## config.mk

```make
export PLATFORM = sky130hd
export DESIGN_NAME = btn_tx_sched_flat
export DESIGN_NICKNAME = d
export VERILOG_FILES = /design/src/rtl/btn_tx_sched_if.sv /design/src/rtl/btn_tx_sched.sv /design/src/flat_wrapper.sv
export SDC_FILE = /design/constraint.sdc
export NUM_CORES = 1
export LEC_CHECK = 0
export CORE_MARGIN = 2
export CORE_UTILIZATION = 44
export CTS_BUF_LIST = sky130_fd_sc_hd__clkbuf_16
export CTS_CLUSTER_SIZE = 30
export DETAILED_ROUTE_END_ITERATION = 10
export PLACE_DENSITY_LB_ADDON = 0.12
export SETUP_SLACK_MARGIN = 0.02
export SYNTH_ARGS = -nofsm -noshare
export SYNTH_HDL_FRONTEND = slang
export SYNTH_SLANG_ARGS = --single-unit
```

## constraint.sdc

```tcl
create_clock -name clk -period 3.1 [get_ports clk]
set_clock_uncertainty 0.1 [all_clocks]
set_input_delay 0.775 -clock clk [delete_from_list [all_inputs] [get_ports clk]]
set_output_delay 0.775 -clock clk [all_outputs]
set_load 0.05 [all_outputs]
```

## src/rtl/btn_tx_sched_if.sv

```systemverilog
// Button-event / UART-byte bundle shared by btn_tx_sched and its environment.
// master = the scheduler side, slave = the event source and transmitter side.
interface btn_tx_sched_if #(
    parameter int unsigned DROP_W = 8
);
    logic [3:0]        evt;
    logic              tx_ready;
    logic              tx_valid;
    logic [7:0]        tx_data;
    logic              busy;
    logic [1:0]        grant_id;
    logic [DROP_W-1:0] drop_cnt;

    modport master (
        input  evt,
        input  tx_ready,
        output tx_valid,
        output tx_data,
        output busy,
        output grant_id,
        output drop_cnt
    );

    modport slave (
        output evt,
        output tx_ready,
        input  tx_valid,
        input  tx_data,
        input  busy,
        input  grant_id,
        input  drop_cnt
    );
endinterface

```

## src/rtl/btn_tx_sched.sv

```systemverilog
// Latches four button events and sends each as a key byte (optionally followed by CR LF)
// to a UART transmitter, arbitrating round-robin and counting coalesced events.
module btn_tx_sched #(
    parameter int unsigned EOL_EN = 1,
    parameter int unsigned DROP_W = 8
) (
    input logic           clk,
    input logic           rst,
    btn_tx_sched_if.master bus
);
    localparam int unsigned SumW = DROP_W + 3;

    typedef enum logic [1:0] {StIdle, StKey, StCr, StLf} state_e;

    state_e            state_q, state_d;
    logic [3:0]        pend_q, pend_d;
    logic [1:0]        last_q, last_d;
    logic [1:0]        gid_q, gid_d;
    logic [DROP_W-1:0] drop_q, drop_d;
    logic              busy_q;

    logic              grant;
    logic              win_vld;
    logic [1:0]        win_idx;
    logic [1:0]        rr_idx;
    logic [3:0]        grant_mask;
    logic [3:0]        drop_vec;
    logic [2:0]        drop_add;
    logic [SumW-1:0]   drop_sum;

    // Round-robin search starting one past the last winner.
    always_comb begin
        win_vld = 1'b0;
        win_idx = 2'd0;
        rr_idx  = 2'd0;
        for (int k = 1; k <= 4; k++) begin
            rr_idx = last_q + 2'(k);
            if (!win_vld && pend_q[rr_idx]) begin
                win_vld = 1'b1;
                win_idx = rr_idx;
            end
        end
    end

    always_comb begin
        state_d = state_q;
        grant   = 1'b0;
        unique case (state_q)
            StIdle: begin
                if (win_vld) begin
                    grant   = 1'b1;
                    state_d = StKey;
                end
            end
            StKey: begin
                if (bus.tx_ready) begin
                    state_d = (EOL_EN != 0) ? StCr : StIdle;
                end
            end
            StCr: begin
                if (bus.tx_ready) begin
                    state_d = StLf;
                end
            end
            StLf: begin
                if (bus.tx_ready) begin
                    state_d = StIdle;
                end
            end
            default: state_d = StIdle;
        endcase
    end

    // An event for the winner in its grant cycle re-queues it rather than counting a drop.
    always_comb begin
        grant_mask = grant ? (4'b0001 << win_idx) : 4'b0000;
        drop_vec   = bus.evt & pend_q & ~grant_mask;
        pend_d     = (pend_q & ~grant_mask) | bus.evt;
        drop_add   = 3'(drop_vec[0]) + 3'(drop_vec[1]) + 3'(drop_vec[2]) + 3'(drop_vec[3]);
        drop_sum   = SumW'(drop_q) + SumW'(drop_add);
        if (|drop_sum[SumW-1:DROP_W]) begin
            drop_d = '1;
        end else begin
            drop_d = drop_sum[DROP_W-1:0];
        end
        gid_d  = grant ? win_idx : gid_q;
        last_d = grant ? win_idx : last_q;
    end

    always_ff @(posedge clk) begin
        if (rst) begin
            state_q <= StIdle;
            pend_q  <= 4'b0000;
            last_q  <= 2'd3;
            gid_q   <= 2'd0;
            drop_q  <= '0;
            busy_q  <= 1'b0;
        end else begin
            state_q <= state_d;
            pend_q  <= pend_d;
            last_q  <= last_d;
            gid_q   <= gid_d;
            drop_q  <= drop_d;
            busy_q  <= (state_d != StIdle);
        end
    end

    always_comb begin
        bus.tx_data = 8'h00;
        unique case (state_q)
            StKey: begin
                unique case (gid_q)
                    2'd0:    bus.tx_data = 8'h55;
                    2'd1:    bus.tx_data = 8'h4C;
                    2'd2:    bus.tx_data = 8'h52;
                    default: bus.tx_data = 8'h44;
                endcase
            end
            StCr:    bus.tx_data = 8'h0D;
            StLf:    bus.tx_data = 8'h0A;
            default: bus.tx_data = 8'h00;
        endcase
    end

    assign bus.tx_valid = (state_q != StIdle);
    assign bus.busy     = busy_q;
    assign bus.grant_id = gid_q;
    assign bus.drop_cnt = drop_q;
endmodule

```

## src/flat_wrapper.sv

```systemverilog
// flat-port wrapper written by rule: the top's interface ports become plain ports
module btn_tx_sched_flat 
#(
    parameter int unsigned EOL_EN = 1,
    parameter int unsigned DROP_W = 8
)
  (clk, rst, bus_evt, bus_tx_ready, bus_tx_valid, bus_tx_data, bus_busy, bus_grant_id, bus_drop_cnt);
  btn_tx_sched_if #(.DROP_W(DROP_W)) bus_i ();
  input logic clk;
  input logic rst;
  input wire logic [$bits(bus_i.evt)-1:0] bus_evt;
  input wire logic [$bits(bus_i.tx_ready)-1:0] bus_tx_ready;
  output wire logic [$bits(bus_i.tx_valid)-1:0] bus_tx_valid;
  output wire logic [$bits(bus_i.tx_data)-1:0] bus_tx_data;
  output wire logic [$bits(bus_i.busy)-1:0] bus_busy;
  output wire logic [$bits(bus_i.grant_id)-1:0] bus_grant_id;
  output wire logic [$bits(bus_i.drop_cnt)-1:0] bus_drop_cnt;
  assign bus_i.evt = bus_evt;
  assign bus_i.tx_ready = bus_tx_ready;
  assign bus_tx_valid = bus_i.tx_valid;
  assign bus_tx_data = bus_i.tx_data;
  assign bus_busy = bus_i.busy;
  assign bus_grant_id = bus_i.grant_id;
  assign bus_drop_cnt = bus_i.drop_cnt;
  btn_tx_sched #(.EOL_EN(EOL_EN), .DROP_W(DROP_W)) u_core (.clk(clk), .rst(rst), .bus(bus_i));
endmodule
```

# Word level (Yosys, flattened, before mapping)
# Cells that the tools add are included.
# word_totals
regBits	19
in_bits	7
# op_classes
addsub	7
order_cmp	4
eq_ne	5
n_shift	1
mux	27
bitwise	5
reduce_logical	11
# ops
op	count
$pmux 7 s3	1
$mux 2	8
$pmux 5 s3	1
$and 4x4->4	3
$lt 2x3->1 const B	4
$mux 1	10
$add 8x3->9	1
$bmux 1 s2	4
$mux 8	1
$pmux 2 s4	1
$add 3x1->3	2
$eq 2x2->1 const B	3
$add 2x2->2 const B	2
$eq 2x1->1 const B	2
$logic_not 2->1	2
$mux 4	1
$not 4->4	1
$or 4x4->4	1
$reduce_bool 2->1	2
$shl 1x2->4 const A	1
$logic_and 1x1->1	3
$logic_not 1->1	3
$reduce_or 3->1	1
$add 1x1->2	1
$add 2x1->2 const B	1

# Longest topological paths before layout
# logic_depth
ltp_word	24
depth_mapped	13
depth_no_buf	13

# Worst setup path before layout
# OpenSTA, ideal clock, no wires.
# synth_path
path_kind	reg2reg
startpoint	register u_core.pend_q[1]
endpoint	register u_core.drop_q[0], in the netlist u_core.bus.drop_cnt[0]
setup_time_ns	0.072
arrival_ns	3.275
path_slack_ns	-0.347
path_stages_with_launch	14
path_buffers	0
synth_period_minus_slack_ns	3.447
cell_sequence	dfxtp_1 > or3b_4 > o311ai_4 > nand4_2 > and3_1 > ha_1 > fa_1 > ha_1 > inv_1 > fa_1 > nor2b_1 > or2_2 > nand3_1 > a21oi_1
# synth_between
elab_chain_cells	23
elab_cells_between_ends	35
cone_classes	add/sub (4); shift (1); mux (20); bitwise (3); reduce/logical (7)
# synth_rtl
item	line_no	source
from (decl)	btn_tx_sched.sv:16	logic [3:0] pend_q, pend_d;
from (signal assigned)	btn_tx_sched.sv:100	pend_q <= pend_d;
$bmux 1 s2	btn_tx_sched.sv:38	if (!win_vld && pend_q[rr_idx]) begin
$mux 1 (not written as such)	btn_tx_sched.sv:38	
$mux 1	btn_tx_sched.sv:38	
$logic_not 1->1	btn_tx_sched.sv:38	
$logic_and 1x1->1	btn_tx_sched.sv:38	
$mux 1	btn_tx_sched.sv:38	
$logic_not 1->1	btn_tx_sched.sv:38	
$logic_and 1x1->1	btn_tx_sched.sv:38	
[7 not listed]	-	
$not 4->4	btn_tx_sched.sv:77	drop_vec = bus.evt & pend_q & ~grant_mask;
$and 4x4->4 (*)	btn_tx_sched.sv:77	
$add 1x1->2	btn_tx_sched.sv:79	drop_add = 3'(drop_vec[0]) + 3'(drop_vec[1]) + 3'(drop_vec[2]) + 3'(drop_vec[3]);
$add 3x1->3	btn_tx_sched.sv:79	
$add 3x1->3 (*)	btn_tx_sched.sv:79	
$add 8x3->9 (*)	btn_tx_sched.sv:80	drop_sum = SumW'(drop_q) + SumW'(drop_add);
$reduce_or 3->1	btn_tx_sched.sv:81	if (|drop_sum[SumW-1:DROP_W]) begin
$mux 8 (*)	btn_tx_sched.sv:81	
to (signal assigned)	btn_tx_sched.sv:103	drop_q <= drop_d;
to (decl)	btn_tx_sched.sv:19	logic [DROP_W-1:0] drop_q, drop_d;
# Every way passes the cells marked *; elsewhere a longest branch is shown, timed or not. The select of a mux whose other input is x is not followed.
# A chain may end at the register's enable or synchronous reset.

# Worst setup path in the final report
# layout_path
startpoint	register u_core.pend_q[1]
endpoint	register u_core.drop_q[4], in the netlist u_core.bus.drop_cnt[4]
# The elaborated chain is that of the path after synthesis.

==> impl_metrics.csv <==
group,metric,value,unit
timing,worst_pin_slew,0.703,ns
hold_path,worstHoldStart,"u_core.bus.grant_id[1]",
setup_path,crit_type,"reg -> reg",
timing,setup_ws,-0.319,ns
detailed_routing,ant_nets,0,
clocking,clockRootBuffer,"clkbuf_16",
run_status,violations,"setup timing",
synth,synth_top_cell_by_area,"dfxtp_1",
synth,yosysSeqAreaShare,33.3,%
setup_path,timing.rr.start,"u_core.pend_q[1]",
detailed_routing,vias,1158,
finish,areaGrowthSynthToFinish,55.7,%
synth,yosys-top-cells-area,"dfxtp_1, nor2_1, ha_1",
clocking,clk_latency,0.25,ns
die,dieArea,3020,um^2
global_route,grt_pass1_wl,4370,um
detailed_routing,first_pass_iters,5,
die,start_util,46.2,%
timing,slew_headroom,53.0,%
detailed_routing,drc_errors,0,
synth,syn-instance-count,133,
power,power_density,591,nW/um^2
setup_path,reg2reg_depth,14,
synth,synthArstFlopShare,0,%
detailed_routing,first_iter_violations,33,
timing,setup_violations,8,
global_route,antenna_found_initial,0,
run,maxCapViolations,0,
clocking,path_clk_slew,0.06,ns
detailed_routing,vias_per_cell,5.46,
setup_path,crit_start,"u_core.pend_q[1]",
hold_path,worstHoldPathType,"reg -> reg",
clocking,h-tree-depth,1,
timing,period_share,110,%
setup_path,worst_ep_required_time,3.11,ns
synth,ys_warn_count,0,
synth,yosysTopAreaCellShare,33.3,%
timing,hold_violations,0,
run_status,status,"complete, but fails checks",
hold_path,hold_depth,2,
global_route,first_global_vias,984,
clocking,cts_sinks,19,
setup_path,worstPathMaxFanout,5,
die,die_w,55.0,um
timing,fmax,292,MHz
setup_path,end_kind,"flop",
finish,diodes,0,
die,core_area,2480,um^2
die,ioPinCount,27,
power,p_leak,0.748,nW
placement,io_buffers,24,
synth,avgSynthCellArea,8.60,um^2
die,fp.dieH,55.0,um
finish,final_nets,197,
detailed_routing,avgRoutedWirePerCell,14.5,um
placement,dp_slack,-0.558,ns
setup_path,start_kind,"flop",
timing,fin_crit,3.42,ns
global_route,grt_start_max_net_pins,20,
clocking,clockBufferDepth,2,
die,std_cell_rows,18,
clocking,cts_hold_buf,0,
placement,dp.final_hpwl,2120,um
power,vdd.ir_drop.worst,0.442,mV
timing,finalMaxSlewViolations,0,
global_route,overflow,0,
synth,synth_seq_cells,19,
setup_path,reg2reg_setup_slack,-0.32,ns
synth,ys_types,45,
placement,routabilityCongestion,0.789,
synth,synth_edf_count,0,
clocking,cts_tree,"done",
power,p_total,0.00105,W
global_route,grt.total_usage,20.5,%
setup_path,arrival,3.43,ns
detailed_routing,drt_wl_total,3080,um
finish,final_layout_size_suffix_gt1_share,31.9,%
synth,netlist_area,1140,um^2
clocking,cts_made_buffers,3,
timing,rsz0062_at_grt,"true",
synth,ys.flop_type,"dfxtp_1",
==> power by group <==
part / total [W] / switching, W / internal (W)
clock: 0.000270 / 0.0000970 / 0.000173
sequential: 0.000300 / 0.0000246 / 0.000275
combinational: 0.000483 / 0.000280 / 0.000203
==> final cells by class <==
cell class	count	area (um^2)
Inverter	10	37.5
Tap cell	30	37.5
Fill cell	197	697
Multi-Input combinational cell	100	807
Clock buffer	3	75.1
Sequential cell	19	384
Timing Repair Buffer	49	434
Clock inverter	1	5.00
==> cells in the mapped netlist, drive strengths merged (2+ instances only) <==
| master | count |
|---|---|
| a21o | 3 |
| a21oi | 12 |
| a311oi | 3 |
| and4 | 2 |
| buf | 3 |
| clkbuf | 2 |
| dfxtp | 19 |
| fa | 2 |
| ha | 5 |
| inv | 10 |
| mux2i | 2 |
| nand2 | 9 |
| nand2b | 2 |
| nand3 | 2 |
| nor2 | 18 |
| nor2b | 4 |
| nor3 | 3 |
| o2111ai | 2 |
| o21a | 2 |
| o21ai | 3 |
| or2 | 2 |
| or2b | 2 |
| xnor2 | 2 |
| xor2 | 2 |
==> placed cells by master, fill, tap and decap left out, types with 3 or more instances in the layout <==
cell type,count
buf_4,24
nor2_1,17
nand2_1,8
a21o_1,3
inv_1,9
a21oi_1,12
dfxtp_2,3
clkbuf_16,3
dfxtp_1,16
ha_4,3
nor3_1,3
a311oi_1,3
clkdlybuf4s50_1,23
==> worst max-delay path, cell delays in order (launching register included) <==
cell and delay (ns):
dfxtp_2 0.33, buf_4 0.15, nor2b_1 0.14, o21ai_1 0.23, nand3_2 0.17, a31oi_4 0.25
ha_4 0.23, fa_2 0.57, ha_4 0.15, inv_2 0.04, fa_2 0.38, nor2b_4 0.14
or2_4 0.15, and4_1 0.20, nor3_1 0.05
==> cell families (layout without fill, tap and decap cells) <==
logic type / count (synthesis) / after routing / synth area share [%]
multiplexers: 3 / 3 / 2.74
buffers and inverters: 15 / 63 / 5.69
adder cells (fa/ha/maj): 7 / 7 / 8.97
other: 1 / 2 / 0.328
AO/OA/AOI/OAI: 33 / 33 / 21.9
flip-flops: 19 / 19 / 33.3
AND/OR/NAND/NOR: 51 / 51 / 24.1
XOR/XNOR: 4 / 4 / 3.06
==> final timing paths <==
path                                          endpoint
worst max-delay path            u_core.bus.drop_cnt[4]
worst min-delay path            u_core.bus.grant_id[1]
worst max register to register  u_core.bus.drop_cnt[4]
worst min register to register  u_core.bus.grant_id[1]
==> state kept, by name, summed over array words and instances (netlist names) <==
name	flops
u_core.bus.busy	1
u_core.bus.grant_id	2
u_core.last_q	2
u_core.bus.drop_cnt	8
u_core.pend_q	4
u_core.state_q	2
==> per-stage QoR <==
stage | cells | hold WS (ns) | util, % | cell area [um^2] | setup TNS, ns
finish | 212 | 0.422 | 71.9 | 1780 | -2.04
global route | 212 | 0.452 | 71.9 | 1780 | -2.84
CTS | 212 | 0.417 | 69.1 | 1710 | -1.47
detailed placement | 206 | 0.412 | 64.5 | 1600 | -4.02
global placement | 206 | 0.394 | 64.5 | 1600 | -3.64
floorplan | 134 | 0.382 | - | 1180 | -1.68
==> layer usage <==
metal,vias up,track usage (%),wire [um]
met3,5,5.65,159
met5,-,0,0
met1,544,23.8,1320
li1,562,-,-
met2,47,37.1,1570
met4,0,4.88,31
==> what timing repair did <==
| action | 4_1_cts | 5_1_grt |
|---|---|---|
| setup buffers | 2 | 0 |
| pin swaps | 10 | 7 |
| endpoints found under the hold margin | 0 | 0 |
| gates resized for setup | 5 | 10 |
| endpoints found under the setup margin | 8 | 8 |
(Power assumes the default switching activity.)
